File: src/rtl/lsu_pkg.sv
// -----------------------------------------------------------------------------
// lsu_pkg
// Shared definitions for the load/store unit.
//   - access size encodings carried on req_size
//   - FSM state encoding
//   - misalignment check used when a request is accepted
// -----------------------------------------------------------------------------
package lsu_pkg;

    localparam logic [1:0] SZ_BYTE = 2'b00;
    localparam logic [1:0] SZ_HALF = 2'b01;
    localparam logic [1:0] SZ_WORD = 2'b10;
    localparam logic [1:0] SZ_ILL  = 2'b11;

    typedef enum logic [2:0] {
        ST_IDLE   = 3'd0,
        ST_LOAD   = 3'd1,
        ST_RMW_RD = 3'd2,
        ST_STORE  = 3'd3,
        ST_RESP   = 3'd4
    } lsu_state_e;

    // A request is rejected when it straddles its natural alignment or
    // carries the unused size code.
    function automatic logic is_misaligned(input logic [1:0] size,
                                           input logic [1:0] byte_off);
        logic bad;
        case (size)
            SZ_BYTE: bad = 1'b0;
            SZ_HALF: bad = byte_off[0];
            SZ_WORD: bad = (byte_off != 2'b00);
            default: bad = 1'b1;
        endcase
        return bad;
    endfunction

endpackage

File: src/rtl/load_store_unit_if.sv
// -----------------------------------------------------------------------------
// load_store_unit_if
// Bundles the core-side request/response signals and the data-memory port.
//   slave  : view of the load/store unit
//   master : view of the surrounding core + memory (or a testbench)
// Core side  : req_valid, req_write, req_size, req_unsigned, req_addr,
//              req_wdata -> ; <- stall, done, rdata, misalign
// Memory side: <- mem_addr, mem_wdata, mem_we, mem_re ; mem_rdata ->
// -----------------------------------------------------------------------------
interface load_store_unit_if #(
    parameter int ADDR_W = 32
);
    logic              req_valid;
    logic              req_write;
    logic [1:0]        req_size;
    logic              req_unsigned;
    logic [ADDR_W-1:0] req_addr;
    logic [31:0]       req_wdata;
    logic              stall;
    logic              done;
    logic [31:0]       rdata;
    logic              misalign;
    logic [31:0]       mem_addr;
    logic [31:0]       mem_wdata;
    logic              mem_we;
    logic              mem_re;
    logic [31:0]       mem_rdata;

    modport slave (
        input  req_valid, req_write, req_size, req_unsigned, req_addr,
               req_wdata, mem_rdata,
        output stall, done, rdata, misalign, mem_addr, mem_wdata, mem_we,
               mem_re
    );

    modport master (
        output req_valid, req_write, req_size, req_unsigned, req_addr,
               req_wdata, mem_rdata,
        input  stall, done, rdata, misalign, mem_addr, mem_wdata, mem_we,
               mem_re
    );
endinterface

File: src/rtl/lsu_lane_align.sv
// -----------------------------------------------------------------------------
// lsu_lane_align
// Purely combinational byte-lane steering (little-endian lanes).
//   byte_off    in  2  : low address bits of the access
//   size        in  2  : SZ_BYTE / SZ_HALF / SZ_WORD
//   is_unsigned in  1  : zero-extend instead of sign-extend on loads
//   load_word   in  32 : word read from memory
//   load_result out 32 : extracted and extended load value
//   old_word    in  32 : word read during a read-modify-write
//   new_data    in  16 : low half of the store data
//   merged_word out 32 : old_word with the addressed lane(s) replaced
// Word stores never go through the merge path, so new_data only needs the
// low 16 bits; for word size the merge leaves old_word untouched.
// -----------------------------------------------------------------------------
module lsu_lane_align
    import lsu_pkg::*;
(
    input  logic [1:0]  byte_off,
    input  logic [1:0]  size,
    input  logic        is_unsigned,
    input  logic [31:0] load_word,
    output logic [31:0] load_result,
    input  logic [31:0] old_word,
    input  logic [15:0] new_data,
    output logic [31:0] merged_word
);

    logic [7:0]  lane_byte_s;
    logic [15:0] lane_half_s;
    logic        sign_s;

    // Load lane extraction and sign/zero extension.
    always_comb begin
        lane_byte_s = load_word[{byte_off, 3'b000} +: 8];
        lane_half_s = byte_off[1] ? load_word[31:16] : load_word[15:0];
        sign_s      = 1'b0;
        load_result = load_word;
        case (size)
            SZ_BYTE: begin
                sign_s      = ~is_unsigned & lane_byte_s[7];
                load_result = {{24{sign_s}}, lane_byte_s};
            end
            SZ_HALF: begin
                sign_s      = ~is_unsigned & lane_half_s[15];
                load_result = {{16{sign_s}}, lane_half_s};
            end
            default: load_result = load_word;
        endcase
    end

    // Store merge: overwrite only the addressed byte or half-word.
    always_comb begin
        merged_word = old_word;
        case (size)
            SZ_BYTE: merged_word[{byte_off, 3'b000} +: 8] = new_data[7:0];
            SZ_HALF: begin
                if (byte_off[1]) begin
                    merged_word[31:16] = new_data;
                end else begin
                    merged_word[15:0] = new_data;
                end
            end
            default: merged_word = old_word;
        endcase
    end

endmodule

File: src/rtl/load_store_unit.sv
// -----------------------------------------------------------------------------
// load_store_unit
// Converts byte-addressed loads/stores from the core into accesses on a
// word-addressed memory. Sub-word stores use read-modify-write. The core is
// stalled until the access finishes; misaligned/illegal requests complete
// with misalign=1 and never touch memory.
//   clk  in 1 : clock, rising edge
//   rst  in 1 : synchronous active-high reset
//   bus  slave modport of load_store_unit_if (request, response, memory port)
// Parameters: ADDR_W byte-address width, MEM_DEPTH memory depth in words.
// -----------------------------------------------------------------------------
module load_store_unit
    import lsu_pkg::*;
#(
    parameter int ADDR_W    = 32,
    parameter int MEM_DEPTH = 128
) (
    input  logic             clk,
    input  logic             rst,
    load_store_unit_if.slave bus
);

    localparam int IDX_W = $clog2(MEM_DEPTH);

    lsu_state_e        state_r;
    lsu_state_e        state_next_s;
    logic              accept_s;
    logic              mis_s;
    logic [1:0]        size_r;
    logic              unsigned_r;
    // Only the word-index and lane bits are kept; higher bits wrap away.
    logic [IDX_W+1:0]  addr_r;
    logic [15:0]       wdata_r;
    logic [31:0]       merge_r;
    logic              err_r;
    logic [31:0]       rdata_r;
    logic [31:0]       load_result_s;
    logic [31:0]       merged_s;
    logic              idle_s;

    assign mis_s  = is_misaligned(bus.req_size, bus.req_addr[1:0]);
    assign idle_s = (state_r == ST_IDLE);

    lsu_lane_align u_align (
        .byte_off    (addr_r[1:0]),
        .size        (size_r),
        .is_unsigned (unsigned_r),
        .load_word   (bus.mem_rdata),
        .load_result (load_result_s),
        .old_word    (bus.mem_rdata),
        .new_data    (wdata_r),
        .merged_word (merged_s)
    );

    // Next-state decode; requests are only accepted in IDLE.
    always_comb begin
        state_next_s = state_r;
        accept_s     = 1'b0;
        case (state_r)
            ST_IDLE: begin
                if (bus.req_valid) begin
                    accept_s = 1'b1;
                    if (mis_s) begin
                        state_next_s = ST_RESP;
                    end else if (!bus.req_write) begin
                        state_next_s = ST_LOAD;
                    end else if (bus.req_size == SZ_WORD) begin
                        state_next_s = ST_STORE;
                    end else begin
                        state_next_s = ST_RMW_RD;
                    end
                end else begin
                    state_next_s = ST_IDLE;
                end
            end
            ST_LOAD:   state_next_s = ST_RESP;
            ST_RMW_RD: state_next_s = ST_STORE;
            ST_STORE:  state_next_s = ST_RESP;
            ST_RESP:   state_next_s = ST_IDLE;
            default:   state_next_s = ST_IDLE;
        endcase
    end

    // State, request latches, merge buffer and load result register.
    always_ff @(posedge clk) begin
        if (rst) begin
            state_r    <= ST_IDLE;
            size_r     <= 2'b00;
            unsigned_r <= 1'b0;
            addr_r     <= '0;
            wdata_r    <= 16'h0000;
            merge_r    <= 32'h0000_0000;
            err_r      <= 1'b0;
            rdata_r    <= 32'h0000_0000;
        end else begin
            state_r <= state_next_s;
            if (accept_s) begin
                size_r     <= bus.req_size;
                unsigned_r <= bus.req_unsigned;
                addr_r     <= bus.req_addr[IDX_W+1:0];
                wdata_r    <= bus.req_wdata[15:0];
                err_r      <= mis_s;
                if (mis_s) begin
                    rdata_r <= 32'h0000_0000;
                end
                // Word stores skip the read phase and write req_wdata as-is.
                if (bus.req_write && (bus.req_size == SZ_WORD)) begin
                    merge_r <= bus.req_wdata;
                end
            end
            if (state_r == ST_LOAD) begin
                rdata_r <= load_result_s;
            end
            if (state_r == ST_RMW_RD) begin
                merge_r <= merged_s;
            end
        end
    end

    // Output decode; everything is held low while reset is asserted so an
    // abandoned access can never strobe the memory.
    always_comb begin
        bus.stall     = 1'b0;
        bus.done      = 1'b0;
        bus.misalign  = 1'b0;
        bus.mem_re    = 1'b0;
        bus.mem_we    = 1'b0;
        bus.mem_addr  = 32'h0000_0000;
        bus.mem_wdata = 32'h0000_0000;
        bus.rdata     = rdata_r;
        if (!rst) begin
            bus.stall    = (idle_s && bus.req_valid) || (state_r == ST_LOAD) ||
                           (state_r == ST_RMW_RD) || (state_r == ST_STORE);
            bus.done     = (state_r == ST_RESP);
            bus.misalign = (state_r == ST_RESP) && err_r;
            bus.mem_re   = (state_r == ST_LOAD) || (state_r == ST_RMW_RD);
            bus.mem_we   = (state_r == ST_STORE);
            if (!idle_s) begin
                bus.mem_addr = {{(32-IDX_W){1'b0}}, addr_r[IDX_W+1:2]};
            end else begin
                bus.mem_addr = 32'h0000_0000;
            end
            if (state_r == ST_STORE) begin
                bus.mem_wdata = merge_r;
            end else begin
                bus.mem_wdata = 32'h0000_0000;
            end
        end else begin
            bus.stall = 1'b0;
        end
    end

endmodule

File: src/flat_wrapper.sv
// flat-port wrapper written by rule: the top's interface ports become plain ports
module load_store_unit_flat import lsu_pkg::*;
#(
    parameter int ADDR_W    = 32,
    parameter int MEM_DEPTH = 128
)
  (clk, rst, bus_req_valid, bus_req_write, bus_req_size, bus_req_unsigned, bus_req_addr, bus_req_wdata, bus_mem_rdata, bus_stall, bus_done, bus_rdata, bus_misalign, bus_mem_addr, bus_mem_wdata, bus_mem_we, bus_mem_re);
  load_store_unit_if #(.ADDR_W(ADDR_W)) bus_i ();
  input  logic clk;
  input  logic rst;
  input wire logic [$bits(bus_i.req_valid)-1:0] bus_req_valid;
  input wire logic [$bits(bus_i.req_write)-1:0] bus_req_write;
  input wire logic [$bits(bus_i.req_size)-1:0] bus_req_size;
  input wire logic [$bits(bus_i.req_unsigned)-1:0] bus_req_unsigned;
  input wire logic [$bits(bus_i.req_addr)-1:0] bus_req_addr;
  input wire logic [$bits(bus_i.req_wdata)-1:0] bus_req_wdata;
  input wire logic [$bits(bus_i.mem_rdata)-1:0] bus_mem_rdata;
  output wire logic [$bits(bus_i.stall)-1:0] bus_stall;
  output wire logic [$bits(bus_i.done)-1:0] bus_done;
  output wire logic [$bits(bus_i.rdata)-1:0] bus_rdata;
  output wire logic [$bits(bus_i.misalign)-1:0] bus_misalign;
  output wire logic [$bits(bus_i.mem_addr)-1:0] bus_mem_addr;
  output wire logic [$bits(bus_i.mem_wdata)-1:0] bus_mem_wdata;
  output wire logic [$bits(bus_i.mem_we)-1:0] bus_mem_we;
  output wire logic [$bits(bus_i.mem_re)-1:0] bus_mem_re;
  assign bus_i.req_valid = bus_req_valid;
  assign bus_i.req_write = bus_req_write;
  assign bus_i.req_size = bus_req_size;
  assign bus_i.req_unsigned = bus_req_unsigned;
  assign bus_i.req_addr = bus_req_addr;
  assign bus_i.req_wdata = bus_req_wdata;
  assign bus_i.mem_rdata = bus_mem_rdata;
  assign bus_stall = bus_i.stall;
  assign bus_done = bus_i.done;
  assign bus_rdata = bus_i.rdata;
  assign bus_misalign = bus_i.misalign;
  assign bus_mem_addr = bus_i.mem_addr;
  assign bus_mem_wdata = bus_i.mem_wdata;
  assign bus_mem_we = bus_i.mem_we;
  assign bus_mem_re = bus_i.mem_re;
  load_store_unit #(.ADDR_W(ADDR_W), .MEM_DEPTH(MEM_DEPTH)) u_core (.clk(clk), .rst(rst), .bus(bus_i));
endmodule
File: config.mk
export PLATFORM = sky130hd
export DESIGN_NAME = load_store_unit_flat
export DESIGN_NICKNAME = d
export VERILOG_FILES = /design/src/rtl/lsu_pkg.sv /design/src/rtl/load_store_unit_if.sv /design/src/rtl/lsu_lane_align.sv /design/src/rtl/load_store_unit.sv /design/src/flat_wrapper.sv
export SDC_FILE = /design/constraint.sdc
export NUM_CORES = 1
export LEC_CHECK = 0
export ABC_AREA = 1
export BUFFER_PORTS_ARGS = -buffer_cell sky130_fd_sc_hd__clkbuf_2
export CAP_MARGIN = 10
export CELL_PAD_IN_SITES_DETAIL_PLACEMENT = 0
export CELL_PAD_IN_SITES_GLOBAL_PLACEMENT = 1
export CORE_ASPECT_RATIO = 0.7
export CORE_UTILIZATION = 32
export CTS_CLUSTER_DIAMETER = 60
export DETAILED_ROUTE_END_ITERATION = 16
export PLACE_DENSITY = 0.77
export SYNTH_ARGS = -nofsm -noshare
export SYNTH_HDL_FRONTEND = slang
export SYNTH_SLANG_ARGS = --single-unit
File: constraint.sdc
create_clock -name clk -period 2 [get_ports clk]
set_input_delay 0.1 -clock clk [delete_from_list [all_inputs] [get_ports clk]]
set_output_delay 0.1 -clock clk [all_outputs]
set_load 0.02 [all_outputs]
==> impl_metrics.py, run 1 <==
metrics = {
    "logic_synthesis": {
        "syn_avg_cell_area_um2": 6.28,
        "synth_seq_area_share": 0.303,
        "synth-edff-count": 0,
        "async_flop_share": 0,
        "ys_types": 37,
        "synth_top_cell_area_share": 0.303,
        "syn_area_um2": 6340,
        "ys.flop_type": "dfxtp_1",
        "synth_area_leaders": "dfxtp_1 (30%), a21oi_1 (13%), nand2_1 (12%)",
        "yosysWarnings": 0,
        "synth_top_area_cell": "dfxtp_1",
        "yosys_register_bits": 96,
        "synth_cells": 1010,
    },
    "sta": {
        "post-route-period-util": 0.913,
        "fin_ws_ns": 0.175,
        "period_minus_slack_ns": 1.83,
        "hold_viol_final": 0,
        "tns_ns": 0,
        "setup_violations": 0,
        "max_freq_mhz": 548,
        "rsz0062_at_grt": "false",
        "skew_ns": 0.00835,
        "maxSlewViolCount": 0,
    },
    "grt": {
        "grt_max_degree": 44,
        "antenna_found_initial": 0,
        "grt-ovfl-total": 0,
        "grt.total_usage": 0.228,
        "first_global_vias": 6566,
        "grt_pass1_wl_um": 35700,
    },
    "flow_run": {
        "maxCapViolations": 0,
    },
    "critical_path": {
        "cpPeakStageDelay_ns": 0.43,
        "cp-end-kind": "output pin",
        "crit_required_ns": 1.90,
        "critPathMaxFanout": 33,
        "cpLargestDelayFamily": "buffers and inverters",
        "slowest_stage": "dfxtp_1",
        "criticalPathCategory": "reg2out",
        "critPathArrivalTime_ns": 1.73,
        "cp_num_buf_inv": 3,
        "crit_path_start_kind": "flop",
        "path_cells": "inv_2 -> nor3_1 -> nand2_1 -> buf_4 -> nor2_1 -> clkbuf_2",
    },
    "routing": {
        "first_pass_iters": 5,
        "wire_per_inst_um": 16.3,
        "vias": 7143,
        "wl_um": 23000,
        "final_antenna_net_count": 0,
        "drc_errors": 0,
        "dr.first_iter.drc_count": 706,
        "viasPerCell": 5.05,
    },
    "finish": {
        "fin_nets": 1254,
        "antenna_cells": 0,
        "drive_above_1_share": 0.211,
        "stdcell_count": 1415,
        "syn_to_final_growth_pct": 20.0,
    },
    "floorplan": {
        "die_w_um": 170,
        "core-area_um2": 19200,
        "die_h_um": 120,
        "io-pin-count": 204,
        "dieArea_um2": 20400,
        "start_util": 0.331,
        "rows": 42,
    },
    "placement": {
        "numPortBuffers": 155,
        "placedCellCount": 1396,
        "globalplace.congestion": 0.918,
        "dp_hpwl_um": 17600,
        "dp_worst_setup_slack_ns": 0.146,
    },
    "status": {
        "status": "finished, final reports clean",
    },
    "worst_hold_path": {
        "hold_class": "in2reg",
    },
    "power_and_ir_drop": {
        "irDropWorstVdd_v": 0.000301,
        "power.density_nw_per_um2": 740,
        "leakage_nw": 3.38,
    },
    "clock_tree": {
        "h-tree-depth": 3,
        "cts.clk_slew.worst_paths_ns": 0.07,
        "clock_latency_ns": 0.36,
        "clockBufferDepth": 2,
        "cts_sinks": 96,
        "cts_buffers": 9,
        "cts_tree": "yes",
        "cts_root_buf": "clkbuf_16",
    },
}
## synth_stat cells (all sizes together) (6+ instances only)
cell and count:
a21oi 169, inv 120, nand3 58, nand2 204
buf 61, nor2 100, o211ai 10, o21ai 112
clkbuf 28, nor3 11, dfxtp 96, nand4 24
o31ai 6
## report_power, final
group	switching, mW	internal (mW)
logic	1.15	0.522
registers	0.0940	2.04
clock network	0.816	1.00
## worst reg2reg max path, cell delays in order, from the launching register on
cell	delay (ns)
dfxtp_1	0.32
inv_2	0.13
nand2_4	0.10
nor2_8	0.25
nand2_8	0.17
nor2_2	0.38
nor2_4	0.18
nand2_1	0.11
a21oi_1	0.06
## sequential cells by signal, indices dropped and copies added (netlist names)
| name | count |
|---|---|
| u_core.bus.rdata | 32 |
| u_core.addr_r | 9 |
| u_core.wdata_r | 16 |
| u_core.merge_r | 32 |
| u_core.unsigned_r | 1 |
| u_core.size_r | 2 |
| u_core.state_r | 3 |
| u_core.err_r | 1 |
## cell type report
class	count	area (um^2)
Clock inverter	5	56.3
Multi-Input combinational cell	728	3530
Clock buffer	11	243
Inverter	122	463
Tap cell	264	330
Fill cell	2136	11600
Sequential cell	96	1920
Timing Repair Buffer	189	1070
## metal layers
layer	vias to the layer above	GRT usage	wire length, um
met5	-	0	0
met4	0	0.0580	315
met3	30	0.0620	2050
met2	277	0.340	9770
met1	3304	0.321	10900
li1	3532	-	-
## cells by family after synthesis
group	Yosys count	share of synthesized area
buffers and inverters	211	0.158
DFF	96	0.303
AOI/OAI and AO/OA	298	0.246
adders and majority gates	5	0.00986
other	1	0.000591
and+or+nand+nor	399	0.282
## cell usage in the layout (no fill, tap or decap), drive strengths merged
cell,synthesis,final
conb,1,25
dfxtp,96,96
buf,61,33
clkinvlp,0,1
bufinv,0,1
clkbuf,28,166
nand4,24,24
a211oi,1,1
nand2,204,204
o31ai,6,6
nor3,11,11
a21oi,169,169
nand3,58,58
nor4,1,1
o21ai,112,112
nor2,100,101
clkinv,2,5
or2,1,1
o211ai,10,10
ha,5,5
dlygate4sd3,0,1
inv,120,120
## path summary, 6_finish.rpt
kind                                         from                   end  slack (ns)  cells after the start
worst max-delay path            u_core.state_r[1]     bus_mem_wdata[22]        0.17                      6
worst min-delay path              bus_req_addr[7]      u_core.addr_r[7]        0.02                      3
worst max register to register  u_core.state_r[0]  u_core.bus.rdata[26]        0.18                      8
worst min register to register   u_core.addr_r[4]      u_core.addr_r[4]        0.45                      2
## through the flow
stage / power (mW) / utilization / hold WS, ns / area, um^2
final: 5.63 / 0.397 / 0.0182 / 7610
after global routing: 5.96 / 0.397 / 0.0179 / 7610
after CTS: 5.63 / 0.396 / 0.00950 / 7590
after detailed placement: 3.81 / 0.379 / 0.358 / 7280
after global placement: 3.80 / 0.379 / 0.352 / 7280
after floorplan: 3.34 / - / 0.243 / 6440
## timing repair
| item | in CTS | in global routing |
|---|---|---|
| pin swaps | 1 | 0 |
| setup endpoints to repair | 1 | 20 |
| hold endpoints to repair | 1 | 0 |
| buffers inserted | 1 | 0 |
| gates resized for setup | 0 | 5 |
| cloned | 0 | 1 |
| hold buffers | 1 | 0 |
No activity file was read; power rests on OpenSTA's default activity.
==> run 2: changes to the inputs <==
--- a/config.mk
+++ b/config.mk
@@ -8,13 +8,11 @@
 export ABC_AREA = 1
 export BUFFER_PORTS_ARGS = -buffer_cell sky130_fd_sc_hd__clkbuf_2
 export CAP_MARGIN = 10
-export CELL_PAD_IN_SITES_DETAIL_PLACEMENT = 0
-export CELL_PAD_IN_SITES_GLOBAL_PLACEMENT = 1
 export CORE_ASPECT_RATIO = 0.7
-export CORE_UTILIZATION = 32
+export CORE_UTILIZATION = 45
 export CTS_CLUSTER_DIAMETER = 60
 export DETAILED_ROUTE_END_ITERATION = 16
-export PLACE_DENSITY = 0.77
+export PLACE_DENSITY = 0.74
 export SYNTH_ARGS = -nofsm -noshare
 export SYNTH_HDL_FRONTEND = slang
 export SYNTH_SLANG_ARGS = --single-unit
==> run 2 against run 1 <==
Effect of this change:
- cell area shrank 1.6%
- sequential power is essentially flat
- sequential cell count is the same
- core utilization grew 16 points
- largest cell class unchanged
==> impl_metrics.py, run 2 (same netlist as run 1, synthesis figures left out) <==
metrics = {
    "status": {
        "status": "finished, final reports clean",
    },
    "power_and_ir_drop": {
        "leakage_nw": 3.35,
        "seqPwrFrac": 0.384,
        "p_sw_mw": 2.05,
        "p_comb_frac": 0.295,
        "power.density_nw_per_um2": 745,
        "clkPwrFrac": 0.321,
        "intPower_mw": 3.54,
        "irDropWorstVdd_v": 0.000415,
        "swShare": 0.366,
    },
    "critical_path": {
        "criticalPathCategory": "reg2out",
        "crit_required_ns": 1.90,
        "critPathArrivalTime_ns": 1.78,
        "critPathMaxFanout": 29,
        "crit_path_start_kind": "flop",
        "cp-end-kind": "output pin",
    },
    "routing": {
        "drc_errors": 0,
        "wire_per_inst_um": 15.6,
        "dr.first_iter.drc_count": 770,
        "viasPerCell": 5.44,
        "vias": 7242,
        "wl_um": 20800,
        "first_pass_iters": 5,
        "final_antenna_net_count": 0,
    },
    "floorplan": {
        "die_h_um": 101,
        "dieArea_um2": 14600,
        "io-pin-count": 204,
        "core-area_um2": 13400,
        "start_util": 0.472,
        "rows": 35,
        "die_w_um": 144,
    },
    "clock_tree": {
        "cts_root_buf": "clkbuf_16",
        "cts_sinks": 96,
        "holdBufCountCts": 0,
        "clock_latency_ns": 0.35,
        "postCtsSetupRepairBufs": 0,
        "cts_tree": "yes",
        "cts_buffers": 9,
        "cts.clk_slew.worst_paths_ns": 0.07,
        "clockBufferDepth": 2,
        "h-tree-depth": 3,
    },
    "finish": {
        "final_common_cell": "nand2_1",
        "antenna_cells": 0,
        "syn_to_final_growth_pct": 18.1,
        "fill_cells": 1400,
        "drive_above_1_share": 0.207,
        "most-common-layout-cells": "nand2_1 (196), a21oi_1 (162), clkbuf_2 (155)",
        "fin_nets": 1250,
    },
    "sta": {
        "worst_pin_slew_ns": 0.697,
        "rsz0062_at_grt": "false",
        "fin_ws_ns": 0.118,
        "tns_ns": 0,
        "post-route-period-util": 0.941,
        "max_freq_mhz": 531,
        "slew_headroom": 0.533,
        "period_minus_slack_ns": 1.88,
        "setup_violations": 0,
        "skew_ns": 0.00543,
        "maxSlewViolCount": 0,
        "hold_ws_ns": 0.00699,
        "hold_viol_final": 0,
    },
    "worst_hold_path": {
        "hold_class": "in2reg",
    },
    "grt": {
        "antenna_found_initial": 0,
        "grt-ovfl-total": 0,
        "grt_pass1_wl_um": 32600,
        "grt_max_degree": 42,
        "first_global_vias": 6430,
        "grt.total_usage": 0.289,
    },
    "placement": {
        "globalplace.congestion": 0.971,
        "numPortBuffers": 155,
        "dp_worst_setup_slack_ns": 0.114,
        "dp_hpwl_um": 15600,
    },
    "flow_run": {
        "maxCapViolations": 0,
    },
}
[run 2: path summary, 6_finish.rpt]
| kind | slack (ns) | to | depth (start not counted) | from |
|---|---|---|---|---|
| setup / recovery | 0.12 | bus_mem_re | 5 | u_core.state_r[2] |
| hold / removal | 0.007 | u_core.merge_r[6] | 3 | bus_req_wdata[6] |
| setup reg to reg | 0.16 | u_core.bus.rdata[23] | 8 | u_core.state_r[0] |
| hold reg to reg | 0.46 | u_core.addr_r[8] | 2 | u_core.addr_r[8] |
[run 2: repair_timing]
action                     in CTS  in global routing
setup endpoints to repair       0                 23
hold endpoints to repair        0                  0
resized for setup               0                  1
[run 2: power by group through the flow]
stage | Combinational, mW | Sequential [mW] | Clock (mW)
2_1_floorplan | 1.16 | 2.19 | 0
3_3_place_gp | 1.58 | 2.18 | 0
3_5_place_dp | 1.59 | 2.18 | 0
4_1_cts | 1.60 | 2.14 | 1.82
5_1_grt | 1.83 | 2.16 | 1.90
6_report | 1.65 | 2.14 | 1.80
[run 2: final cells by class]
cell class              instances  area, um^2  area share
well taps                     185         231      0.0309
repair buffers                185        1050       0.140
multi-input cells             728        3520       0.470
flip-flops and latches         96        1920       0.257
clock inverters                 7        78.8      0.0105
inverters                     122         463      0.0618
clock buffers                   9         225      0.0301
[run 2: metrics by stage]
step	area [um^2]	std cells	util	total power, mW
2_1_floorplan	6440	1034	-	3.34
3_3_place_gp	7180	1315	0.534	3.76
3_5_place_dp	7180	1315	0.534	3.78
4_1_cts	7480	1331	0.556	5.56
5_1_grt	7490	1332	0.557	5.89
6_report	7490	1332	0.557	5.58
[run 2: critical path: stages (launching register included)]
cell,delay (ns)
dfxtp_1,0.42
inv_2,0.14
nand3_2,0.23
buf_12,0.25
a21oi_1,0.18
clkbuf_2,0.19
[run 2: metal layers]
metal	part of all wire	up-vias	track usage	wire, um
met5	0	-	0	0
met1	0.43	3274	0.399	8970
met4	0.019	0	0.0957	396
met3	0.12	31	0.0686	2400
met2	0.43	409	0.441	9050
li1	-	3528	-	-
